### config.mk
export PLATFORM = sky130hd
export DESIGN_NAME = uart_rx_packer
export DESIGN_NICKNAME = d
export VERILOG_FILES = /design/src/rtl/uart_rx_packer.sv
export SDC_FILE = /design/constraint.sdc
export NUM_CORES = 1
export LEC_CHECK = 0
export BUFFER_PORTS_ARGS = -buffer_cell sky130_fd_sc_hd__buf_2
export CORE_ASPECT_RATIO = 1.1
export CORE_MARGIN = 8
export CORE_UTILIZATION = 45
export CTS_BUF_LIST = sky130_fd_sc_hd__clkbuf_4 sky130_fd_sc_hd__clkbuf_8
export DETAILED_ROUTE_END_ITERATION = 8
export PLACE_DENSITY = 0.71
export SYNTH_ARGS = -nofsm -noshare
export SYNTH_HDL_FRONTEND = slang
export SYNTH_SLANG_ARGS = --single-unit
### constraint.sdc
create_clock -name clk -period 3.4 [get_ports clk]
set_input_delay 0.34 -clock clk [delete_from_list [all_inputs] [get_ports clk]]
set_output_delay 0.34 -clock clk [all_outputs]
set_load 0.05 [all_outputs]
### src/rtl/uart_rx_packer.sv
// uart_rx_packer: UART receiver that packs consecutive bytes into one wide
// packet (matrix K in the low bits, vector X above it) and hands it to a
// downstream engine over a valid/ready interface.
//
// Optional build macro: UART_RX_SYNC_EN. When it is defined, rx goes through a
// 2-flop synchronizer that resets to 1, which adds 2 cycles of latency. When it
// is undefined, rx is sampled directly.
//
// Ports:
//   clk       in   single clock, rising edge
//   rst       in   asynchronous active-high reset
//   rx        in   UART serial line, idle high
//   m_data    out  packed packet, W_PKT bits (K low, X high)
//   m_valid   out  m_data holds a complete packet
//   m_ready   in   downstream accepts the packet
//   frame_err out  one-cycle pulse after a bad stop bit
//   overflow  out  one-cycle pulse when a packet is dropped
//   busy      out  receive FSM is not idle
module uart_rx_packer #(
  parameter int CLOCKS_PER_PULSE = 4,
  parameter int BITS_PER_WORD    = 8,
  parameter int R                = 4,
  parameter int C                = 4,
  parameter int W_X              = 4,
  parameter int W_K              = 2,
  localparam int W_PKT   = R*C*W_K + C*W_X,
  localparam int N_WORDS = (W_PKT + BITS_PER_WORD - 1) / BITS_PER_WORD
) (
  input  logic             clk,
  input  logic             rst,
  input  logic             rx,
  output logic [W_PKT-1:0] m_data,
  output logic             m_valid,
  input  logic             m_ready,
  output logic             frame_err,
  output logic             overflow,
  output logic             busy
);

  localparam int W_BUF = N_WORDS * BITS_PER_WORD;
  localparam int CNT_W = $clog2(CLOCKS_PER_PULSE);
  localparam int BIT_W = (BITS_PER_WORD > 1) ? $clog2(BITS_PER_WORD) : 1;
  localparam int WC_W  = (N_WORDS > 1) ? $clog2(N_WORDS) : 1;

  localparam logic [CNT_W-1:0] HALF_LAST = CNT_W'(CLOCKS_PER_PULSE/2 - 1);
  localparam logic [CNT_W-1:0] FULL_LAST = CNT_W'(CLOCKS_PER_PULSE - 1);
  localparam logic [BIT_W-1:0] BIT_LAST  = BIT_W'(BITS_PER_WORD - 1);
  localparam logic [WC_W-1:0]  WORD_LAST = WC_W'(N_WORDS - 1);

  typedef enum logic [1:0] {
    IDLE  = 2'd0,
    START = 2'd1,
    DATA  = 2'd2,
    STOP  = 2'd3
  } state_t;

  state_t                   state_q, state_d;
  logic [CNT_W-1:0]         cnt_q, cnt_d;
  logic [BIT_W-1:0]         bit_idx_q, bit_idx_d;
  logic [BITS_PER_WORD-1:0] shift_q, shift_d;
  logic [W_BUF-1:0]         pack_q, pack_d;
  logic [WC_W-1:0]          word_cnt_q, word_cnt_d;
  logic [W_PKT-1:0]         m_data_q, m_data_d;
  logic                     m_valid_q, m_valid_d;
  logic                     frame_err_q, frame_err_d;
  logic                     overflow_q, overflow_d;
  logic                     busy_q, busy_d;
  logic                     rx_s;
  logic                     sample_s;
  logic                     accept_s;

`ifdef UART_RX_SYNC_EN
  logic [1:0] sync_q;

  // Two-flop synchronizer for the asynchronous serial line; resets to idle.
  always_ff @(posedge clk or posedge rst) begin
    if (rst) begin
      sync_q <= 2'b11;
    end else begin
      sync_q <= {sync_q[0], rx};
    end
  end

  assign rx_s = sync_q[1];
`else
  assign rx_s = rx;
`endif

  // State, datapath and output registers.
  always_ff @(posedge clk or posedge rst) begin
    if (rst) begin
      state_q     <= IDLE;
      cnt_q       <= '0;
      bit_idx_q   <= '0;
      shift_q     <= '0;
      pack_q      <= '0;
      word_cnt_q  <= '0;
      m_data_q    <= '0;
      m_valid_q   <= 1'b0;
      frame_err_q <= 1'b0;
      overflow_q  <= 1'b0;
      busy_q      <= 1'b0;
    end else begin
      state_q     <= state_d;
      cnt_q       <= cnt_d;
      bit_idx_q   <= bit_idx_d;
      shift_q     <= shift_d;
      pack_q      <= pack_d;
      word_cnt_q  <= word_cnt_d;
      m_data_q    <= m_data_d;
      m_valid_q   <= m_valid_d;
      frame_err_q <= frame_err_d;
      overflow_q  <= overflow_d;
      busy_q      <= busy_d;
    end
  end

  // Receive FSM next-state logic.
  always_comb begin
    state_d = state_q;
    case (state_q)
      IDLE: begin
        if (!rx_s) state_d = START;
        else       state_d = IDLE;
      end
      START: begin
        // Mid-start-bit check: a high line here was only a glitch.
        if (cnt_q == HALF_LAST) state_d = rx_s ? IDLE : DATA;
        else                    state_d = START;
      end
      DATA: begin
        if (cnt_q == FULL_LAST && bit_idx_q == BIT_LAST) state_d = STOP;
        else                                             state_d = DATA;
      end
      STOP: begin
        if (cnt_q == FULL_LAST) state_d = IDLE;
        else                    state_d = STOP;
      end
      default: state_d = IDLE;
    endcase
  end

  // Bit timing, byte assembly, packing and output handshake.
  always_comb begin
    cnt_d       = cnt_q;
    bit_idx_d   = bit_idx_q;
    shift_d     = shift_q;
    pack_d      = pack_q;
    word_cnt_d  = word_cnt_q;
    m_data_d    = m_data_q;
    m_valid_d   = m_valid_q;
    frame_err_d = 1'b0;
    overflow_d  = 1'b0;
    busy_d      = (state_d != IDLE);

    case (state_q)
      START:   sample_s = (cnt_q == HALF_LAST);
      DATA:    sample_s = (cnt_q == FULL_LAST);
      STOP:    sample_s = (cnt_q == FULL_LAST);
      default: sample_s = 1'b0;
    endcase

    if (state_q == IDLE) begin
      cnt_d     = '0;
      bit_idx_d = '0;
    end else if (sample_s) begin
      cnt_d = '0;
    end else begin
      cnt_d = cnt_q + CNT_W'(1);
    end

    if (state_q == DATA && sample_s) begin
      // LSB first: each new bit enters at the top and shifts down.
      shift_d = shift_q >> 1;
      shift_d[BITS_PER_WORD-1] = rx_s;
      bit_idx_d = bit_idx_q + BIT_W'(1);
    end else begin
      shift_d = shift_q;
    end

    accept_s    = (state_q == STOP) && sample_s && rx_s;
    frame_err_d = (state_q == STOP) && sample_s && !rx_s;

    // A consumed packet drops valid unless a new one is loaded below.
    if (m_valid_q && m_ready) m_valid_d = 1'b0;
    else                      m_valid_d = m_valid_q;

    if (accept_s) begin
      for (int i = 0; i < N_WORDS; i++) begin
        if (word_cnt_q == WC_W'(i)) pack_d[i*BITS_PER_WORD +: BITS_PER_WORD] = shift_q;
      end
      if (word_cnt_q == WORD_LAST) begin
        word_cnt_d = '0;
        // Output slot is free, or being emptied this very cycle.
        if (!m_valid_q || m_ready) begin
          m_data_d  = pack_d[W_PKT-1:0];
          m_valid_d = 1'b1;
        end else begin
          overflow_d = 1'b1;
        end
      end else begin
        word_cnt_d = word_cnt_q + WC_W'(1);
      end
    end else begin
      word_cnt_d = word_cnt_q;
    end
  end

  assign m_data    = m_data_q;
  assign m_valid   = m_valid_q;
  assign frame_err = frame_err_q;
  assign overflow  = overflow_q;
  assign busy      = busy_q;

endmodule

# Yosys cells after proc, flatten, opt, wreduce, memory -nomap -nowiden
# Cells that the tools add are included.
# word_totals
word_cells	65
ff_bits	118
# op_classes
n_addsub	3
muxes	25
eq_ne	11
reduce_logical	15
# op_table
operator	count
8-bit two-way mux	6
2-bit two-way mux	5
3-bit == test, second input constant	3
1-bit two-way mux	9
3-bit two-way mux	3
2-bit case mux with 4 select lines	1
3-bit by 1-bit adder with 3-bit output, second input constant	2
2-bit == test, second input constant	3
3-bit by 2-bit == test with 1-bit output, second input constant	2
1-bit logical AND	6
2-bit by 1-bit == test with 1-bit output, second input constant	2
2-bit nonzero test	2
3-bit by 1-bit == test with 1-bit output, second input constant	1
3-bit zero test	1
3-bit AND reduction	1
2-bit by 1-bit adder with 2-bit output, second input constant	1
1-bit zero test	2
2-bit zero test	1
1-bit case mux with 2 select lines	1
2-bit OR reduction	1
1-bit logical OR	1

# Logic depth before layout (Yosys ltp)
# logic_depth
ltp_word	6
depth_mapped	8

# Worst setup path after synthesis
# Ideal clock, no wire load.
# synth_timing
path_kind	register to register
start	reg cnt_q[0]
end	reg m_data_q[10], in the netlist m_data[10]
arrival_time_ns	1.756
period_less_slack_ns	1.881
slack_ns	1.519
setup_ns	0.125
t_required_ns	3.275
path_stages_with_launch	9
cell_sequence	dfrtp_1 -> ha_1 -> buf_4 -> and4_1 -> buf_4 -> nand4_2 -> buf_6 -> buf_6 -> mux2_4
# synth_between
elab_chain_cells	5
elab_cells_between_ends	6
# synth_rtl
element	line	rtl
from (decl)	58	logic [CNT_W-1:0] cnt_q, cnt_d;
from (signal assigned)	105	cnt_q <= cnt_d;
2-bit == test or 2-bit by 1-bit == test with 1-bit output (tied branches)	158, 159, 157	
1-bit case mux with 2 select lines (*)	156	case (state_q)
1-bit logical AND (*) (2 in series)	181	accept_s = (state_q == STOP) && sample_s && rx_s;
3-bit AND reduction (no source line) (*)	--	
to (signal assigned)	110	m_data_q <= m_data_d;
to (decl)	63	logic [W_PKT-1:0] m_data_q, m_data_d;
# Mark *: on every way between the ends. The rest lies on a longest branch, timed or not.
# A chain may end at the register's enable or synchronous reset.

# Worst setup path after layout
# layout_timing
start	reg cnt_q[0]
end	reg m_data_q[16], in the netlist m_data[16]
# The elaborated chain is that of the path after synthesis.

==> results.cfg <==
[status]
status = finished, final reports clean

[sta]
slew_violations = 0
fin_crit_ns = 2.73
grt_setup_unrepaired = false
slew_headroom = 0.315
hold_viol_final = 0
period_share = 0.804
skew_ns = 0.00926
worst_pin_slew_ns = 1.03
max_freq_mhz = 366
setup_viol = 0
setup_tns_ns = 0

[clock_tree]
hold_buffers = 0
cts_buffer_depth = 2
cts_buffers = 9
cts_tree = yes
post_cts_resized = 0
path_clk_slew_ns = 0.10
h-tree-depth = 3
clock_latency_ns = 0.38
cts.sinks = 110
root_buffer = clkbuf_8
postCtsSetupRepairBufs = 0

[final_layout]
nets = 383
seq_area_um2 = 2750
synthToLayoutAreaGrowth_pct = 11.4
drive_gt1_frac = 0.559
n_antenna_cell = 0
multi_input_area_um2 = 2000
fill_cells = 967
final_util = 0.510
final_common_cell = dfrtp_1
mostFrequentLayoutCells = 110 x dfrtp_1, 104 x mux2_2, 55 x buf_2

[power]
clkPwrFrac = 0.270
intPower_uw = 2190
switchingPower_uw = 1100
p_sw_frac = 0.335
p_seq_frac = 0.508
power_uw = 3290
p_per_area_nw_per_um2 = 597
p_comb_frac = 0.222
p_leak_uw = 0.00297
peakVddDrop_v = 0.000268

[routing]
vias = 2657
first_pass_iters = 3
wl_um = 8830
wl_per_cell_um = 16.8
drc = 0
antenna_left = 0
via_per_inst = 5.05
drt_iter0_drc = 126

[synth]
synth_top_area_share = 0.556
ys_seq_area_frac = 0.556
postSynthAreaPerCell_um2 = 14.9
syn-cell-area_um2 = 4950
synthCells = 332
yosysUniqueCellTypes = 34
ys_warn_count = 0
synth_top_cells_by_area = dfrtp_1 56%, mux2_2 24%, mux2_4 7.9%
syn-num-nets = 341
synth-seq-cells = 110
synth_top_cell_by_area = dfrtp_1

[grt]
use_met2 = 0.193
grt_pass1_vias = 2844
met3_usage = 0.0335
grt.overflow.total = 0
track_usage = 0.128
grt_max_degree = 65
antenna_found_initial = 0
grt_pass1_wl_um = 14700
met1_usage = 0.166
grt.busiest_layer = met2

[placed_design]
portBuffers = 55
dp_hpwl_um = 5930
place.gp.congestion = 0.760

[setup_path]
start_kind = flop
critPathArrivalTime_ns = 2.99
crit_end = m_data[16]$_DFFE_PP0P_
critical_path_class = reg -> reg
cp-startpoint = cnt_q[0]$_DFF_PP0_
reg2reg_to = m_data[16]$_DFFE_PP0P_
path_max_fanout = 48
timing.rr.start = cnt_q[0]$_DFF_PP0_
critPathCaptureType = flop
worstPathRequired_ns = 3.66
r2r_setup_slack_ns = 0.67
worstRegToRegCells = 4

[floorplanning]
dieArea_um2 = 14600
core_um2 = 10800
io_pins = 56
start_util = 0.458
die_h_um = 126
fp-row-count = 40
die_x_um = 116

[run]
drv_cap = 0

[hold_path]
hold_class = in -> async
-- per-stage QoR --
step / cell area, um2 / std cells / setup WS (ns) / hold slack (ns)
finish: 5510 / 526 / 0.666 / 0.109
global route: 5510 / 526 / 0.439 / 0.165
CTS: 5510 / 526 / 0.631 / 0.130
detailed placement: 5280 / 510 / 0.615 / 0.466
global placement: 5280 / 510 / 0.756 / 0.457
floorplan: 4950 / 332 / 0.158 / 0.406
-- Yosys cell counts --
cell type	n
o21ai_0	8
nor3_4	1
a22o_1	1
nor3b_2	1
xnor2_1	1
mux2_4	26
nand3_2	1
ha_1	5
mux2i_1	4
o22ai_1	1
and3b_1	1
and2b_1	1
and2_1	4
nor2_1	5
nor2b_1	1
nand4_2	2
inv_1	9
clkbuf_1	9
o21a_1	1
or4_1	1
nand2b_1	2
nor3b_4	1
and4_1	1
mux2_2	104
inv_2	1
dfrtp_1	110
nand3_1	2
buf_2	7
nand2_1	7
mux4_2	1
buf_6	5
a211o_1	1
buf_4	5
nor3b_1	2
-- power groups by stage --
stage / sequential, uW / combinational [uW] / clock, uW
floorplan: 1690 / 583 / 0
detailed placement: 1690 / 742 / 0
finish: 1670 / 731 / 888
global placement: 1680 / 726 / 0
global route: 1700 / 786 / 968
CTS: 1670 / 745 / 917
-- how the worst min path moves through the flow --
stage,to,cells after the start,from,slack [ns]
final,pack_q[14]$_DFFE_PP0P_,2,rst,0.11
after global routing,pack_q[14]$_DFFE_PP0P_,2,rst,0.16
after CTS,m_data[14]$_DFFE_PP0P_,2,rst,0.13
after detailed placement,cnt_q[0]$_DFF_PP0_,1,cnt_q[0]$_DFF_PP0_,0.47
after global placement,cnt_q[0]$_DFF_PP0_,1,cnt_q[0]$_DFF_PP0_,0.46
after floorplan,frame_err$_DFF_PP0_,1,rx,0.41
-- per-layer routing --
layer  vias to the layer above  share of wire
li1                       1241              -
met1                      1354           0.46
met2                        48           0.47
met3                        14          0.047
met4                         0          0.024
met5                         -              0
-- critical path: stages (launching register included) --
cell,delay (ns)
dfrtp_1,0.39
ha_1,0.32
and4_1,0.44
nand4_4,0.82
mux2_4,0.59
-- sequential cells by signal, summed over array words and instances (netlist names) --
name,cells
m_data,48
frame_err,1
cnt_q,2
state_q,2
bit_idx_q,3
word_cnt_q,3
overflow,1
busy,1
shift_q,8
m_valid,1
pack_q,40
-- area by class of cell --
| type | count | area share |
|---|---|---|
| Clock buffer | 9 | 0.0225 |
| Tap cell | 147 | 0.0334 |
| Clock inverter | 7 | 0.0193 |
| Sequential cell | 110 | 0.499 |
| Inverter | 10 | 0.00726 |
| Multi-Input combinational cell | 186 | 0.364 |
| Timing Repair Buffer | 57 | 0.0549 |
-- logic make-up (layout without fill, tap and decap cells) --
group,Yosys count,after routing,share of synthesized area
flops,110,110,0.556
buf+inv,36,83,0.0405
xor+xnor,1,1,0.00177
mux,135,135,0.328
compound gates,12,12,0.0144
simple gates,33,33,0.0463
fa+ha+maj,5,5,0.0126
Power figures use the tool's default switching activity.
